$ cat src/rtl/alu_req_arbiter.sv
// Two-requester sequencer for one shared combinational ALU.
// Optional macro ALU_DIV0_CHECK_EN rejects divide-by-zero at accept.
module alu_req_arbiter #(
  parameter int N           = 4,
  parameter int EXEC_CYCLES = 1
) (
  input  logic         clk,
  input  logic         rst_n,
  input  logic         req0_valid,
  output logic         req0_ready,
  input  logic [N-1:0] req0_a,
  input  logic [N-1:0] req0_b,
  input  logic [3:0]   req0_op,
  input  logic         req1_valid,
  output logic         req1_ready,
  input  logic [N-1:0] req1_a,
  input  logic [N-1:0] req1_b,
  input  logic [3:0]   req1_op,
  output logic [N-1:0] alu_a,
  output logic [N-1:0] alu_b,
  output logic [3:0]   alu_op,
  input  logic [N-1:0] alu_result,
  input  logic         alu_c,
  input  logic         alu_n,
  input  logic         alu_v,
  input  logic         alu_z,
  output logic         rsp_valid,
  input  logic         rsp_ready,
  output logic         rsp_id,
  output logic [N-1:0] rsp_result,
  output logic [3:0]   rsp_flags,
  output logic         rsp_err,
  output logic         busy,
  output logic [7:0]   ops_done
);

  typedef enum logic [1:0] {
    IDLE = 2'd0,
    EXEC = 2'd1,
    RESP = 2'd2
  } state_t;

  state_t       r_state;
  state_t       w_next;
  logic [3:0]   r_cnt;
  logic         r_last;
  logic         w_idle;
  logic         w_g0;
  logic         w_g1;
  logic         w_acc;
  logic         w_bad;
  logic [N-1:0] w_a;
  logic [N-1:0] w_b;
  logic [3:0]   w_op;

  assign w_idle = (r_state == IDLE) & rst_n;

  // Round-robin only matters on contention: the loser of the last tie wins.
  always_comb begin
    w_g0 = 1'b0;
    w_g1 = 1'b0;
    if (req0_valid & req1_valid) begin
      w_g0 = r_last;
      w_g1 = ~r_last;
    end else begin
      w_g0 = req0_valid;
      w_g1 = req1_valid;
    end
  end

  assign req0_ready = w_idle & w_g0;
  assign req1_ready = w_idle & w_g1;
  assign w_acc      = req0_ready | req1_ready;

  assign w_a  = w_g1 ? req1_a  : req0_a;
  assign w_b  = w_g1 ? req1_b  : req0_b;
  assign w_op = w_g1 ? req1_op : req0_op;

`ifdef ALU_DIV0_CHECK_EN
  assign w_bad = (w_op > 4'd12) |
                 ((w_op == 4'd12) & (w_b == '0));
`else
  assign w_bad = (w_op > 4'd12);
`endif

  assign rsp_valid = (r_state == RESP);
  assign busy      = (r_state != IDLE);

  always_comb begin
    w_next = r_state;
    unique case (r_state)
      IDLE: if (w_acc) w_next = w_bad ? RESP : EXEC;
      EXEC: if (r_cnt == 4'd0) w_next = RESP;
      RESP: if (rsp_ready) w_next = IDLE;
      default: w_next = IDLE;
    endcase
  end

  always_ff @(posedge clk or negedge rst_n) begin
    if (!rst_n) begin
      r_state    <= IDLE;
      r_cnt      <= 4'd0;
      r_last     <= 1'b1;
      alu_a      <= '0;
      alu_b      <= '0;
      alu_op     <= 4'd0;
      rsp_id     <= 1'b0;
      rsp_result <= '0;
      rsp_flags  <= 4'd0;
      rsp_err    <= 1'b0;
      ops_done   <= 8'd0;
    end else begin
      r_state <= w_next;
      unique case (r_state)
        IDLE: begin
          if (w_acc) begin
            alu_a  <= w_a;
            alu_b  <= w_b;
            alu_op <= w_op;
            rsp_id <= w_g1;
            r_cnt  <= 4'(EXEC_CYCLES - 1);
            if (req0_valid & req1_valid) r_last <= w_g1;
            if (w_bad) begin
              rsp_result <= '0;
              rsp_flags  <= 4'd0;
              rsp_err    <= 1'b1;
            end else begin
              rsp_err <= 1'b0;
            end
          end
        end
        EXEC: begin
          if (r_cnt == 4'd0) begin
            rsp_result <= alu_result;
            rsp_flags  <= {alu_n, alu_z, alu_c, alu_v};
            rsp_err    <= 1'b0;
          end else begin
            r_cnt <= r_cnt - 4'd1;
          end
        end
        RESP: if (rsp_ready) ops_done <= ops_done + 8'd1;
        default: ;
      endcase
    end
  end

endmodule

$ cat config.mk
export PLATFORM = sky130hd
export DESIGN_NAME = alu_req_arbiter
export DESIGN_NICKNAME = d
export VERILOG_FILES = /design/src/rtl/alu_req_arbiter.sv
export SDC_FILE = /design/constraint.sdc
export NUM_CORES = 1
export LEC_CHECK = 0
export ABC_CLOCK_PERIOD_IN_PS = 4500
export BUFFER_PORTS_ARGS = -buffer_cell sky130_fd_sc_hd__buf_4
export CORE_ASPECT_RATIO = 2
export CORE_MARGIN = 2
export CORE_UTILIZATION = 51
export CTS_CLUSTER_SIZE = 25
export DETAILED_ROUTE_END_ITERATION = 10
export PLACE_DENSITY = 0.93
export SLEW_MARGIN = 20
export SYNTH_ARGS = -nofsm -noshare
export SYNTH_HDL_FRONTEND = slang
export SYNTH_SLANG_ARGS = --single-unit
$ cat constraint.sdc
create_clock -name clk -period 4.5 [get_ports clk]
set_input_delay 0.45 -clock clk [delete_from_list [all_inputs] [get_ports clk]]
set_output_delay 0.45 -clock clk [all_outputs]
set_load 0.02 [all_outputs]
==> reports/qor.csv <==
metric,value,unit
crit_path_top_delay_cell,a21boi_4,
nFillCells,239,
final_cell_mix,"70 x buf_4, 36 x dfrtp_1, 17 x nand2_1, 13 x mux2i_1, 9 x a22o_1",
drt_drc_violations_left,0,
crit_path_max_incr_delay,0.48,ns
grt_pass1_vias,1482,
cts.repair.resized,0,
ys_ff_latch,37,
hpwlAfterDp,2925,um
post-place-ws,2.293,ns
antenna_cells,0,
outcome,"finished, final reports clean",
layout-drive-gt1-share,0.4107,
worst-path-buf-inv,1,
clk_path_buf_depth,2,
drtAntennaViolNets,0,
cts_tree,yes,
initial_core_util,0.5217,
grt_pass1_wl,6175,um
track_usage,0.2147,
critical_path_class,reg2out,
rsz0062_at_grt,no,
clock.fmax,492.6,MHz
vias_per_cell,5.492,
post-route-period-util,0.4511,
dieWidth,45.34,um
num_rows,30,
io_buffer_count,70,
ys_seq_area_frac,0.5319,
avgSynthCellArea,11.54,um2
cp_max_fo,14,
grt_max_degree,42,
path_cells,a21boi_4 > and3_1 > buf_4,
dieArea,3929,um2
hold_viol_final,0,
cellPowerDensity,671.4,nW/um2
drt_wl_total,3786,um
cts_made_buffers,5,
gr-total-overflow,0,
via_count,1406,
max-cap-violations,0,
synth_nets,191,
slew_headroom,0.3856,
first_iter_violations,12,
cts_hold_buf,0,
critPathRequiredTime,4.05,ns
syn_to_final_growth,36.76,%
ios,71,
total_power,1.600,mW
cts-root-buf,clkbuf_8,
tightest_slew,0.9216,ns
slew_viol_final,0,
synth_cells,151,
fin_util,0.7135,
drtPass1Iterations,4,
antenna_found_initial,0,
nNetsFinal,264,
whs,0.1138,ns
crit_arrival,1.58,ns
fin_skew,0.005997,ns
syn_area,1743,um2
leakagePower,1.217,nW
detail_route.wl_per_cell,14.79,um
clkTransAtPathRegs,0.07,ns
clock_latency,0.29,ns
cts.sinks,37,
gp_congestion,0.7610,
final_common_cell,buf_4,
synth_cell_types,40,
post_cts_buffers,0,
finalCriticalPeriod,2.030,ns
fin_setup_tns,0,ns
ir_drop,0.4529,mV
setup_ws,2.470,ns
htree_num_levels,2,
crit_family,compound AO/OA/AOI/OAI gates,
core_area,3341,um2
startpoint_type,flip-flop,
die_h,86.67,um
yosysWarningCount,0,
cp-end-kind,output pin,
finalSetupViolCount,0,
holdCritPathClass,in2async,
==> cell type report <==
type                            instances  area (um2)  share of cell area
Inverter                                6       22.52            0.009449
Tap cell                               32       40.04             0.01680
Sequential cell                        37       927.1              0.3890
Clock inverter                          2       35.03             0.01470
Multi-Input combinational cell        104       764.5              0.3207
Timing Repair Buffer                   70       525.5              0.2205
Clock buffer                            5       68.82             0.02887
==> worst reg2reg max path: cells and delay by family, from the launching register on <==
family / cells / cell delay, ns
AO/OA/AOI/OAI: 3 / 0.89
flip-flops: 1 / 0.40
multiplexers: 1 / 0.51
==> report_power, final <==
part           leakage, nW  switching [mW]  internal [mW]
Combinational        0.689           0.419          0.329
Clock               0.0540           0.111          0.161
Sequential           0.474           0.115          0.466
Total                 1.22           0.645          0.956
==> synthesized netlist by cell type, drive strengths merged <==
| cell type | instances | area, um2 |
|---|---|---|
| o22ai | 1 | 6.260 |
| or3b | 1 | 8.760 |
| and3 | 1 | 6.260 |
| nand3b | 1 | 7.510 |
| mux2i | 13 | 130.1 |
| dfrtp | 36 | 900.9 |
| o211ai | 3 | 36.28 |
| nor3 | 3 | 20.02 |
| or2 | 1 | 6.260 |
| o32ai | 1 | 8.760 |
| nand2b | 1 | 6.260 |
| xor2 | 5 | 43.79 |
| nor2 | 7 | 36.29 |
| a21o | 1 | 7.510 |
| nand4 | 1 | 6.260 |
| a22o | 9 | 78.83 |
| ha | 3 | 37.54 |
| o21ai | 15 | 105.1 |
| a21oi | 3 | 15.01 |
| xnor2 | 5 | 43.79 |
| a21boi | 2 | 26.28 |
| inv | 6 | 22.52 |
| dfstp | 1 | 26.28 |
| nand4b | 1 | 8.760 |
| nand2 | 17 | 63.81 |
| nor2b | 1 | 6.260 |
| nor3b | 1 | 7.510 |
| mux2 | 1 | 11.26 |
| buf | 4 | 28.78 |
| nand3 | 6 | 30.03 |
==> registers in the layout, indices dropped and copies added, names as in the netlist <==
register	count
ops_done	8
alu_a	4
alu_b	4
alu_op	4
r_cnt	4
rsp_flags	4
rsp_result	4
r_state	2
r_last	1
rsp_err	1
rsp_id	1
==> stage by stage <==
stage | cell area [um2] | cells
floorplan | 1743 | 151
global placement | 2280 | 249
detailed placement | 2280 | 249
CTS | 2384 | 256
global route | 2384 | 256
finish | 2384 | 256
==> final timing paths <==
check | from | endpoint | slack, ns | cells past startpoint
max | r_last$_DFFE_PN1P_ | req1_ready | 2.47 | 3
min | rst_n | ops_done[0]$_DFFE_PN0P_ | 0.11 | 1
max reg2reg | r_last$_DFFE_PN1P_ | rsp_result[3]$_DFFE_PN0P_ | 2.59 | 4
min reg2reg | ops_done[7]$_DFFE_PN0P_ | ops_done[7]$_DFFE_PN0P_ | 0.49 | 1
max in group asynchronous | rst_n | r_last$_DFFE_PN1P_ | 4.04 | 1
min in group clk | rsp_ready | r_state[1]$_DFFE_PN0P_ | 0.36 | 2
==> routing by layer <==
metal | part of all wire | vias to the layer above | routed length [um] | global-route usage
met5 | 0 | - | 0 | 0
met4 | 0.017 | 0 | 65 | 0.08824
met3 | 0.065 | 7 | 246 | 0.05417
met2 | 0.58 | 60 | 2185 | 0.4026
met1 | 0.34 | 662 | 1289 | 0.2060
li1 | - | 677 | - | -
==> logic make-up (layout without fill, tap and decap cells) <==
logic type,Yosys count,after routing,share of synthesized area
AO/OA/AOI/OAI,35,35,0.1630
XOR/XNOR,10,10,0.05025
adder cells (fa/ha/maj),3,3,0.02154
buffers and inverters,10,83,0.02943
flip-flops,37,37,0.5319
multiplexers,14,14,0.08112
AND/OR/NAND/NOR,42,42,0.1228
Note: power is estimated with default switching activity, not from simulation.
